File: src/rtl/hp_nonce_feeder.sv
// ---------------------------------------------------------------------------
// hp_nonce_feeder
//
// Upstream stage of the hash pipe. Accepts one mining job (the last three
// header words of the second block-header chunk plus a nonce range) and then
// emits one fully padded 512-bit SHA-256 message block per clock. The nonce
// in word 3 is swept across the requested range.
//
// Block layout (word 0 at req_msg[MSGBITS-1 -: WORDBITS]):
//   w0..w2  job_tail words in order (merkle_tail, time, bits)
//   w3      nonce
//   w4      32'h8000_0000 (padding start bit)
//   w5..w14 zero
//   w15     32'h0000_0280 (640-bit message length)
//
// Ports:
//   clk              single clock, rising edge
//   rst              asynchronous, active-high reset
//   job_valid        job offered this cycle
//   job_ready        feeder can accept a job (IDLE only, decoded from state)
//   job_tail         {merkle_tail, time, bits}, merkle_tail in the top word
//   job_nonce_start  first nonce of the sweep
//   job_nonce_count  number of nonces; 0 means 2^32
//   stop             abort the sweep in progress (ignored in IDLE)
//   req_msg          message block to the hash pipe
//   req_valid        req_msg / req_nonce hold a new block this cycle
//   req_nonce        nonce embedded in req_msg
//   done             one-cycle pulse when a sweep finishes or is aborted
//   aborted          qualifies done: 1 when the sweep was ended by stop
// ---------------------------------------------------------------------------
module hp_nonce_feeder #(
    parameter int WORDBITS = 32,
    parameter int MSGWORDS = 16,
    parameter int MSGBITS  = MSGWORDS * WORDBITS
) (
    input  logic                  clk,
    input  logic                  rst,
    input  logic                  job_valid,
    output logic                  job_ready,
    input  logic [95:0]           job_tail,
    input  logic [31:0]           job_nonce_start,
    input  logic [31:0]           job_nonce_count,
    input  logic                  stop,
    output logic [MSGBITS-1:0]    req_msg,
    output logic                  req_valid,
    output logic [31:0]           req_nonce,
    output logic                  done,
    output logic                  aborted
);

    localparam logic [WORDBITS-1:0] PAD_WORD = WORDBITS'(32'h8000_0000);
    localparam logic [WORDBITS-1:0] LEN_WORD = WORDBITS'(32'h0000_0280);

    typedef enum logic {
        ST_IDLE = 1'b0,
        ST_RUN  = 1'b1
    } state_t;

    state_t state_reg;
    state_t state_next;

    // Job registers
    logic [95:0]        tail_reg;
    logic [31:0]        nonce_reg;
    logic [31:0]        remaining_reg;
    // Set when the block just registered was the final one of the sweep.
    // Keeping this as a flag (rather than counting to -1) lets the
    // remaining counter stay 32 bits while still supporting 2^32 blocks.
    logic               last_reg;

    // Output registers
    logic [MSGBITS-1:0] req_msg_reg;
    logic               req_valid_reg;
    logic [31:0]        req_nonce_reg;
    logic               done_reg;
    logic               aborted_reg;

    // FSM decode
    logic               accept;
    logic               emit;
    logic               finish;
    logic               abort;

    logic [MSGBITS-1:0] msg_next;

    // -----------------------------------------------------------------------
    // Message block assembly from the job registers and current nonce
    // -----------------------------------------------------------------------
    genvar gi;
    generate
        for (gi = 0; gi < MSGWORDS; gi++) begin : g_word
            localparam int HI = MSGBITS - 1 - gi * WORDBITS;
            if (gi < 3) begin : g_tail
                assign msg_next[HI -: WORDBITS] = WORDBITS'(tail_reg[95 - gi * 32 -: 32]);
            end else if (gi == 3) begin : g_nonce
                assign msg_next[HI -: WORDBITS] = WORDBITS'(nonce_reg);
            end else if (gi == 4) begin : g_pad
                assign msg_next[HI -: WORDBITS] = PAD_WORD;
            end else if (gi == MSGWORDS - 1) begin : g_len
                assign msg_next[HI -: WORDBITS] = LEN_WORD;
            end else begin : g_zero
                assign msg_next[HI -: WORDBITS] = '0;
            end
        end
    endgenerate

    // -----------------------------------------------------------------------
    // FSM state register
    // -----------------------------------------------------------------------
    always_ff @(posedge clk or posedge rst) begin
        if (rst) begin
            state_reg <= ST_IDLE;
        end else begin
            state_reg <= state_next;
        end
    end

    // -----------------------------------------------------------------------
    // FSM next state and control decode
    //
    // RUN priority: a sweep whose final block is currently on the output
    // completes normally even if stop is high in the same cycle; only then
    // is stop considered; otherwise another block is emitted.
    // -----------------------------------------------------------------------
    always_comb begin
        state_next = state_reg;
        accept     = 1'b0;
        emit       = 1'b0;
        finish     = 1'b0;
        abort      = 1'b0;
        case (state_reg)
            ST_IDLE: begin
                if (job_valid) begin
                    accept     = 1'b1;
                    state_next = ST_RUN;
                end
            end
            ST_RUN: begin
                if (last_reg) begin
                    finish     = 1'b1;
                    state_next = ST_IDLE;
                end else if (stop) begin
                    abort      = 1'b1;
                    state_next = ST_IDLE;
                end else begin
                    emit       = 1'b1;
                end
            end
            default: begin
                state_next = ST_IDLE;
            end
        endcase
    end

    assign job_ready = (state_reg == ST_IDLE);

    // -----------------------------------------------------------------------
    // Job registers
    // -----------------------------------------------------------------------
    always_ff @(posedge clk or posedge rst) begin
        if (rst) begin
            tail_reg      <= '0;
            nonce_reg     <= '0;
            remaining_reg <= '0;
            last_reg      <= 1'b0;
        end else if (accept) begin
            tail_reg      <= job_tail;
            nonce_reg     <= job_nonce_start;
            // Count 0 wraps to all-ones, giving a full 2^32 sweep.
            remaining_reg <= job_nonce_count - 32'd1;
            last_reg      <= 1'b0;
        end else if (emit) begin
            nonce_reg     <= nonce_reg + 32'd1;
            remaining_reg <= remaining_reg - 32'd1;
            last_reg      <= (remaining_reg == 32'd0);
        end else if (finish) begin
            last_reg      <= 1'b0;
        end
    end

    // -----------------------------------------------------------------------
    // Output registers. req_msg / req_nonce hold between blocks; consumers
    // qualify with req_valid.
    // -----------------------------------------------------------------------
    always_ff @(posedge clk or posedge rst) begin
        if (rst) begin
            req_msg_reg   <= '0;
            req_nonce_reg <= '0;
            req_valid_reg <= 1'b0;
            done_reg      <= 1'b0;
            aborted_reg   <= 1'b0;
        end else begin
            req_valid_reg <= emit;
            done_reg      <= finish | abort;
            aborted_reg   <= abort;
            if (emit) begin
                req_msg_reg   <= msg_next;
                req_nonce_reg <= nonce_reg;
            end
        end
    end

    assign req_msg   = req_msg_reg;
    assign req_valid = req_valid_reg;
    assign req_nonce = req_nonce_reg;
    assign done      = done_reg;
    assign aborted   = aborted_reg;

endmodule

File: config.mk
export PLATFORM = sky130hd
export DESIGN_NAME = hp_nonce_feeder
export DESIGN_NICKNAME = d
export VERILOG_FILES = /design/src/rtl/hp_nonce_feeder.sv
export SDC_FILE = /design/constraint.sdc
export NUM_CORES = 1
export LEC_CHECK = 0
export CAP_MARGIN = 20
export CORE_AREA = 2 2 281 283
export CTS_BUF_LIST = sky130_fd_sc_hd__clkbuf_8
export CTS_CLUSTER_DIAMETER = 100
export DETAILED_ROUTE_END_ITERATION = 10
export DIE_AREA = 0 0 283 285
export GPL_ROUTABILITY_DRIVEN = 1
export PLACE_DENSITY = 0.57
export SLEW_MARGIN = 20
export SYNTH_ARGS = -nofsm -noshare
export SYNTH_HDL_FRONTEND = slang
export SYNTH_SLANG_ARGS = --single-unit
export TNS_END_PERCENT = 50
File: constraint.sdc
create_clock -name clk -period 9.3 [get_ports clk]
set_clock_uncertainty 0.1 [all_clocks]
set_input_delay 1.86 -clock clk [delete_from_list [all_inputs] [get_ports clk]]
set_output_delay 1.86 -clock clk [all_outputs]
set_load 0.005 [all_outputs]
==> results.toml, run 1 <==
[setup_path]
r2r-end = "remaining_reg[20]$_DFFE_PP0P_"
cp.arrival_ns = 5.95
r2r_start = "state_reg$_DFF_PP0_"
rrSetupSlack_ns = 5.02
critPathKind = "primary input to flip-flop"
cp_max_fo = 23
reg2reg_depth = 11
critPathLaunchType = "primary input"
worst_ep_required_time_ns = 9.69
endpoint_kind = "flip-flop"

[global_route]
grt_util_all_layers = 0.103
grt-ovfl-total = 0
antenna_found_initial = 6
grt_pass1_wl_um = 66700
grt_pass1_vias = 11200
grt_max_degree = 149

[cts]
clock_sinks = 294
clk_pin_slew_ns = 0.06
ctsHoldBuffers = 0
cts_tree = "yes"
ctsLongestPathBuffers = 3
cts_max_level = 2
clkLatencyLatePin_ns = 0.63
post_cts_resized = 0
cts_setup_buffers = 0
numCtsBuffers = 56
root_buffer = "clkbuf_8"

[pwr]
p_comb_frac = 0.266
max-vdd-ir-drop_mv = 0.122
p_int_uw = 2940
p_seq_frac = 0.429
clkPwrFrac = 0.305
netSwitchingFraction = 0.322
power.leakage_uw = 0.00963
switchingPower_uw = 1390
powerDensity_nw_per_um2 = 217

[run_status]
outcome = "finished, final reports clean"

[synth]
ys_async_sr_fraction = 1.00
ys_ff_latch = 294
synth_area_per_cell_um2 = 8.45
ys_warn_count = 0
yosys_most_used_dff = "dfrtp_1"
seq_area_frac_synth = 0.458
synth_edf_count = 0
synth_area_um2 = 16100
postSynthCellCount = 1899
ys_types = 56

[routing]
first_pass_iters = 5
drcViolationCount = 0
vias = 11900
vias_per_cell = 3.62
wirelength_um = 43700
antenna_left = 0
post_drt_wl_per_cell_um = 13.3
first_iter_violations = 500

[floorplanning]
core_um2 = 78000
die_h_um = 285
rows = 103
start_util = 0.206
io_pins = 712
die_area_um2 = 80700
die_w_um = 283

[sta]
rsz0062_at_grt = "no"
worstMarginPinSlew_ns = 1.04
tns_ns = 0
setup_violations = 0
slew_viol_final = 0
timing.final.crit_share = 0.598
slew_headroom = 0.309
fmax_ghz = 0.180
period_minus_slack_ns = 5.56
finalHoldViolations = 0

[min_path]
hold_path_end = "req_msg[432]$_DFFE_PP0P_"
hp-class = "flip-flop to flip-flop"
hp-start = "tail_reg[16]$_DFFE_PP0N_"
hold_path_depth = 2

[cells_and_area]
postLayoutCellArea_um2 = 20000
stdcell_count = 3285
drive_gt1_frac = 0.0519
fin_nets = 2354
seqCellArea_um2 = 7360
area_growth_pct = 24.5
largest_reg_flops = 98
multi_input_area_um2 = 6700
fill_cells = 8553

[placement]
dp_hpwl_um = 30400
placed_cells = 3180
port_buffers = 330
gp_congestion = 0.821
place_area_um2 = 18800

[run]
maxCapViolCount = 0
[cell usage after synthesis (all sizes together), types with 3 or more instances]
cell type,count,area [µm²]
nand2,718,2700
buf,430,3190
dfrtp,294,7360
nor2,87,327
clkbuf,61,229
xor2,45,394
xnor2,34,298
mux2i,29,294
o21ai,28,140
nand3,26,135
a21oi,22,110
nor3,20,110
nand4,18,113
or3,16,100
nor4,13,103
and3,7,43.8
inv,6,22.5
a211oi,5,37.5
a2111oi,4,60.1
a311oi,3,26.3
and4,3,26.3
nor3b,3,22.5
[worst max-delay path, cell delays in order]
cell and delay [ns]:
clkdlybuf4s50_1 0.56, nor2b_4 0.57, mux2_2 0.45, inv_1 0.08, ha_1 0.24, nor3b_1 0.42
nand4_1 0.17, a221o_2 0.49, nor4_4 0.63, nand4_1 0.19, xor2_1 0.18, mux2i_1 0.08
[routing by layer]
metal / vias up / share of wire / global-route usage / wire, µm
met1: 5636 / 0.44 / 0.131 / 19100
met4: 6 / 0.029 / 0.0395 / 1280
li1: 5773 / - / - / -
met3: 84 / 0.066 / 0.0254 / 2900
met5: - / 0.00089 / 0 / 39
met2: 406 / 0.47 / 0.168 / 20400
[final cells by class]
cell class	instances	area share
timing repair buffer	342	0.171
clock inverter	32	0.00908
antenna	2	0.000250
sequential	294	0.368
clock buffer	71	0.0489
tap	1050	0.0657
multi-input combinational	1488	0.335
inverter	6	0.00157
[per-stage QoR]
stage               power (µW)  utilization  worst slack [ns]  hold WS, ns
floorplan                 2500            -              3.44        0.330
global placement          3040        0.241              3.28        0.345
detailed placement        3050        0.241              3.13        0.350
CTS                       4430        0.256              3.83        0.361
global route              4630        0.256              3.48        0.378
finish                    4330        0.256              3.74        0.361
[worst max-delay path by stage]
stage / start / to / slack (ns)
after detailed placement: job_valid / remaining_reg[20]$_DFFE_PP0P_ / 3.13
after global placement: job_valid / remaining_reg[24]$_DFFE_PP0P_ / 3.28
after CTS: job_valid / remaining_reg[20]$_DFFE_PP0P_ / 3.83
final: job_valid / remaining_reg[20]$_DFFE_PP0P_ / 3.74
after floorplan: rst / aborted$_DFF_PP0_ / 3.44
after global routing: job_valid / remaining_reg[26]$_DFFE_PP0P_ / 3.48
[cell usage in the layout, fill, tap and decap left out, types with 25 or more instances in the layout]
| master | n |
|---|---|
| mux2i_1 | 28 |
| dfrtp_1 | 294 |
| nor2_1 | 87 |
| xor2_1 | 45 |
| xnor2_1 | 34 |
| nand3_1 | 25 |
| conb_1 | 381 |
| nand2_1 | 716 |
| clkdlybuf4s50_1 | 330 |
| clkbuf_8 | 71 |
[kinds of logic (layout without fill, tap and decap cells)]
family / after synthesis / in the layout / share of synthesized area
compound gates: 75 / 75 / 0.0299
fa+ha+maj: 2 / 2 / 0.00156
other cells: 1 / 383 / 0.000234
mux: 30 / 30 / 0.0190
xor+xnor: 79 / 79 / 0.0431
simple gates: 921 / 921 / 0.233
flops: 294 / 294 / 0.458
buf+inv: 497 / 451 / 0.214
[power groups by stage]
| stage | clock, µW | combinational (µW) | sequential, µW |
|---|---|---|---|
| floorplan | 0 | 676 | 1820 |
| global placement | 0 | 1160 | 1880 |
| global route | 1440 | 1280 | 1910 |
| finish | 1320 | 1150 | 1860 |
| detailed placement | 0 | 1170 | 1880 |
| CTS | 1390 | 1180 | 1860 |
(Power assumes the default switching activity.)
==> run 2, diff against run 1 <==
clock period = 4.9 ns   (was 9.3 ns; I/O delays follow)
==> results.toml, run 2 (synthesis results as in run 1) <==
[run_status]
outcome = "finished, final reports clean"

[cells_and_area]
fin_nets = 2369
postLayoutCellArea_um2 = 20000
final_util = 0.257
largest_reg_flops = 98
stdcell_count = 3297
layout_commonest_cell = "nand2_1"
layout_common_cells = "nand2_1 (716), conb_1 (381), clkdlybuf4s50_1 (330), dfrtp_1 (294), nor2_1 (87)"
area_growth_pct = 24.9
drive_gt1_frac = 0.0530

[pwr]
max-vdd-ir-drop_mv = 0.193
clkPwrFrac = 0.295
power.leakage_uw = 0.00970
power_uw = 8140
p_seq_frac = 0.433
p_int_uw = 5510
powerDensity_nw_per_um2 = 406
switchingPower_uw = 2630
netSwitchingFraction = 0.323
p_comb_frac = 0.272

[global_route]
grt_pass1_wl_um = 66900
grt-ovfl-total = 0
grt_max_degree = 91
antenna_found_initial = 6
grt_pass1_vias = 11100
grt_util_all_layers = 0.104

[setup_path]
cp.arrival_ns = 4.67
cp_slowest_cell = "nor4_4"
endpoint_kind = "flip-flop"
critPathLaunchType = "primary input"
reg2reg_depth = 11
rrSetupSlack_ns = 0.99
r2r-end = "remaining_reg[20]$_DFFE_PP0P_"
worst_ep_required_time_ns = 5.29
cp_max_fo = 9
crit_path_cell_trace = "clkdlybuf4s50_1, nor2b_4, mux2_2, inv_1, ha_1, nor3b_1, nand4_1, a221o_2, nor4_4, nand4_1, xor2_1, mux2i_1"
critPathKind = "primary input to flip-flop"
critical_path.max_stage_delay_ns = 0.62
path_common_cell = "nand4_1"
r2r_start = "state_reg$_DFF_PP0_"

[run]
maxCapViolCount = 0

[floorplanning]
die_w_um = 283
rows = 103
io_pins = 712
core_um2 = 78000
die_area_um2 = 80700
die_h_um = 285
start_util = 0.206

[routing]
first_iter_violations = 543
post_drt_wl_per_cell_um = 13.4
vias = 12000
drcViolationCount = 0
first_pass_iters = 5
antenna_left = 0
vias_per_cell = 3.63
wirelength_um = 44200

[cts]
numCtsBuffers = 56
root_buffer = "clkbuf_8"
clk_pin_slew_ns = 0.07
cts_max_level = 2
cts_setup_buffers = 0
ctsLongestPathBuffers = 3
post_cts_resized = 0
clkLatencyLatePin_ns = 0.63
ctsHoldBuffers = 0
cts_tree = "yes"
clock_sinks = 294

[min_path]
hp-start = "tail_reg[54]$_DFFE_PP0N_"
hold_path_end = "req_msg[470]$_DFFE_PP0P_"
hold_path_depth = 2
hp-class = "flip-flop to flip-flop"

[placement]
gp_congestion = 0.826
dp_hpwl_um = 31200
place_area_um2 = 18900
placed_cells = 3195
port_buffers = 330

[sta]
period_minus_slack_ns = 4.28
slew_viol_final = 0
rsz0062_at_grt = "no"
timing.final.crit_share = 0.873
worstMarginPinSlew_ns = 0.837
slew_headroom = 0.442
fmax_ghz = 0.234
setup_violations = 0
finalHoldViolations = 0
==> run 2: cell types whose count changed in the layout (fill, tap and decap cells not counted), sizes merged <==
cell / previous run / this run
clkinvlp: 2 / 1
buf: 12 / 27
inv: 23 / 33
clkinv: 12 / 4
clkbuf: 71 / 67
==> run 2: metal layers <==
layer,wire length (µm),GRT usage,vias up
li1,-,-,5800
met1,19000,0.134,5679
met4,1030,0.0352,8
met2,21000,0.171,418
met3,3210,0.0270,71
met5,54,0,-
==> run 2: area by class of cell <==
type                    count  area (µm²)
clock buffers              67         922
multi-input cells        1488        6700
clock inverters            33         170
repair buffers            357        3540
diodes                      2        5.00
flip-flops and latches    294        7360
fillers                  8546       57900
well taps                1050        1310
inverters                   6        31.3
==> run 2: worst max path at each step <==
| stage | endpoint | cells past startpoint | start | slack [ns] |
|---|---|---|---|---|
| detailed placement | remaining_reg[20]$_DFFE_PP0P_ | 12 | job_valid | 0.03 |
| floorplan | aborted$_DFF_PP0_ | 1 | rst | -0.08 |
| global placement | remaining_reg[28]$_DFFE_PP0P_ | 12 | job_valid | 0.17 |
| CTS | remaining_reg[20]$_DFFE_PP0P_ | 12 | job_valid | 0.76 |
| global route | remaining_reg[20]$_DFFE_PP0P_ | 12 | job_valid | 0.42 |
| finish | remaining_reg[20]$_DFFE_PP0P_ | 12 | job_valid | 0.62 |
==> run 2: power groups by stage <==
stage | logic, µW | registers [µW] | clock network (µW)
after CTS | 2250 | 3540 | 2530
after global placement | 2220 | 3570 | 0
final | 2210 | 3530 | 2400
after detailed placement | 2240 | 3570 | 0
after floorplan | 1280 | 3460 | 0
after global routing | 2460 | 3620 | 2640
==> run 2: critical path: cells and delay by family <==
| kind | cells | cell delay, ns |
|---|---|---|
| AND/OR/NAND/NOR | 5 | 1.61 |
| buffers and inverters | 2 | 0.65 |
| AO/OA/AOI/OAI | 1 | 0.50 |
| multiplexers | 2 | 0.49 |
| adder cells (fa/ha/maj) | 1 | 0.26 |
| XOR/XNOR | 1 | 0.19 |
==> run 2: per-stage QoR <==
step	hold WS (ns)	worst slack, ns	setup TNS [ns]
after global placement	0.344	0.166	0
after detailed placement	0.348	0.0332	0
after CTS	0.354	0.763	0
after global routing	0.376	0.417	0
final	0.359	0.623	0
after floorplan	0.330	-0.0831	-24.44
==> run 3, diff against run 2 <==
ABC_AREA = 1   (was default)
CORE_AREA = 2 2 277 279   (was 2 2 281 283)
CTS_CLUSTER_SIZE = 10   (was default)
DIE_AREA = 0 0 279 281   (was 0 0 283 285)
PLACE_DENSITY = 0.59   (was 0.57)
==> results.toml, run 3 <==
[run_status]
outcome = "finished, final reports clean"

[floorplanning]
core_um2 = 75400
start_util = 0.220
die_h_um = 281
rows = 101
die_area_um2 = 78400
die_w_um = 279
io_pins = 712

[cts]
numCtsBuffers = 35
clock_sinks = 294
post_cts_resized = 0
clk_pin_slew_ns = 0.09
clkLatencyLatePin_ns = 0.59
root_buffer = "clkbuf_8"
cts_setup_buffers = 0
cts_max_level = 2
ctsHoldBuffers = 0
cts_tree = "yes"
ctsLongestPathBuffers = 3

[global_route]
grt_util_all_layers = 0.116
grt_max_degree = 124
grt_pass1_wl_um = 70800
antenna_found_initial = 10
grt-ovfl-total = 0
grt_pass1_vias = 11900

[cells_and_area]
fin_nets = 2585
area_growth_pct = 20.0
layout_common_cells = "nand2_1 (742), conb_1 (381), clkdlybuf4s50_1 (330), dfrtp_1 (294), inv_1 (157)"
layout_commonest_cell = "nand2_1"
postLayoutCellArea_um2 = 19900
drive_gt1_frac = 0.0425
largest_reg_flops = 98

[placement]
dp_hpwl_um = 34900
place_area_um2 = 19300
dp_slack_ns = 0.922
port_buffers = 330
gp_congestion = 0.871

[synth]
yosys_most_used_dff = "dfrtp_1"
synth_area_per_cell_um2 = 7.74
synth_edf_count = 0
synth_top_area_cell = "dfrtp_1"
synth_most_common_cell = "nand2_1"
synth_area_um2 = 16600
netlist.area_leader.share = 0.444
synth_fa_ha_area_frac = 0.00151
ys_async_sr_fraction = 1.00
seq_area_frac_synth = 0.444
ys_warn_count = 0
synth_common_cells = "nand2_1 (742), buf_4 (418), dfrtp_1 (294), inv_1 (158), o21ai_0 (153)"
ys_top_cells_by_area = "dfrtp_1 (44%), buf_4 (19%), nand2_1 (17%)"
synth-compound-area-share = 0.0693
muxShareOfSynthArea = 0
synth_top_family_by_area = "buffers and inverters"
ys_ff_latch = 294
synth_simple_gate_area_share = 0.234
postSynthCellCount = 2141
ys_types = 39
synth_xor_area_frac = 0.00317

[sta]
timing.final.ws_setup_ns = 1.53
tns_ns = 0
fmax_ghz = 0.297
worstMarginPinSlew_ns = 0.939
slew_viol_final = 0
slew_headroom = 0.374
finalHoldViolations = 0
rsz0062_at_grt = "no"
period_minus_slack_ns = 3.37
timing.final.crit_share = 0.688
setup_violations = 0

[pwr]
power.leakage_uw = 0.00986
p_comb_frac = 0.346
netSwitchingFraction = 0.362
switchingPower_uw = 2910
powerDensity_nw_per_um2 = 405
clkPwrFrac = 0.207
power_uw = 8050
p_seq_frac = 0.447
max-vdd-ir-drop_mv = 0.214
p_int_uw = 5140

[routing]
first_pass_iters = 6
post_drt_wl_per_cell_um = 13.9
wirelength_um = 47400
first_iter_violations = 845
vias = 12900
antenna_left = 0
vias_per_cell = 3.78
drcViolationCount = 0

[setup_path]
critPathKind = "primary input to flip-flop"
rrSetupSlack_ns = 2.10
worst_ep_required_time_ns = 5.29
endpoint_kind = "flip-flop"
reg2reg_depth = 11
cp_max_fo = 61
cp.arrival_ns = 3.76
critPathLaunchType = "primary input"

[min_path]
hold_path_depth = 2
hp-class = "flip-flop to flip-flop"

[run]
maxCapViolCount = 0
run 3: final timing paths:
path,start,end
setup / recovery,job_valid,remaining_reg[27]$_DFFE_PP0P_
hold / removal,req_msg[478]$_DFFE_PP0P_,req_msg[478]$_DFFE_PP0P_
setup reg to reg,state_reg$_DFF_PP0_,remaining_reg[26]$_DFFE_PP0P_
hold reg to reg,req_msg[478]$_DFFE_PP0P_,req_msg[478]$_DFFE_PP0P_
max in group asynchronous,rst,req_msg[434]$_DFFE_PP0P_
min in group asynchronous,rst,nonce_reg[7]$_DFFE_PP0P_
run 3: kinds of logic after synthesis:
| group | Yosys count |
|---|---|
| and+or+nand+nor | 965 |
| buffers and inverters | 658 |
| DFF | 294 |
| AOI/OAI and AO/OA | 215 |
| xor gates and xnor gates | 6 |
| adders and majority gates | 2 |
| other | 1 |
run 3: through the flow:
stage	cells	hold WS (ns)	util
after floorplan	2521	0.349	-
after global placement	3360	0.353	0.256
final	3403	0.370	0.263
after global routing	3403	0.397	0.263
after detailed placement	3360	0.358	0.256
after CTS	3401	0.376	0.263
run 3: power by group through the flow:
stage | sequential [µW] | combinational (µW) | clock [µW]
2_1_floorplan | 3520 | 1690 | 0
3_3_place_gp | 3640 | 2780 | 0
3_5_place_dp | 3640 | 2810 | 0
4_1_cts | 3610 | 2820 | 1770
5_1_grt | 3700 | 3150 | 1850
6_report | 3600 | 2790 | 1660
run 3: cell type report:
class | instances | area (µm²)
clock buffer | 38 | 523
sequential | 294 | 7360
fill | 8258 | 55600
timing repair buffer | 355 | 3540
tap | 978 | 1220
multi-input combinational | 1569 | 6560
inverter | 164 | 624
antenna | 2 | 5.00
clock inverter | 3 | 32.5
run 3: per-layer routing:
layer | track usage | routed length (µm)
met2 | 0.177 | 21300
met4 | 0.0349 | 1100
met5 | 0 | 57
met1 | 0.158 | 21300
met3 | 0.0314 | 3660
run 3: worst max-delay path: stages:
cell             delay [ns]
clkdlybuf4s50_1        0.76
nand2_8                0.44
buf_4                  0.60
nand2_1                0.10
nand2_1                0.15
nand2_1                0.08
nor2_1                 0.18
nand2_1                0.07
nor2_1                 0.13
nand3_1                0.09
nand3_1                0.09
nand2_1                0.06
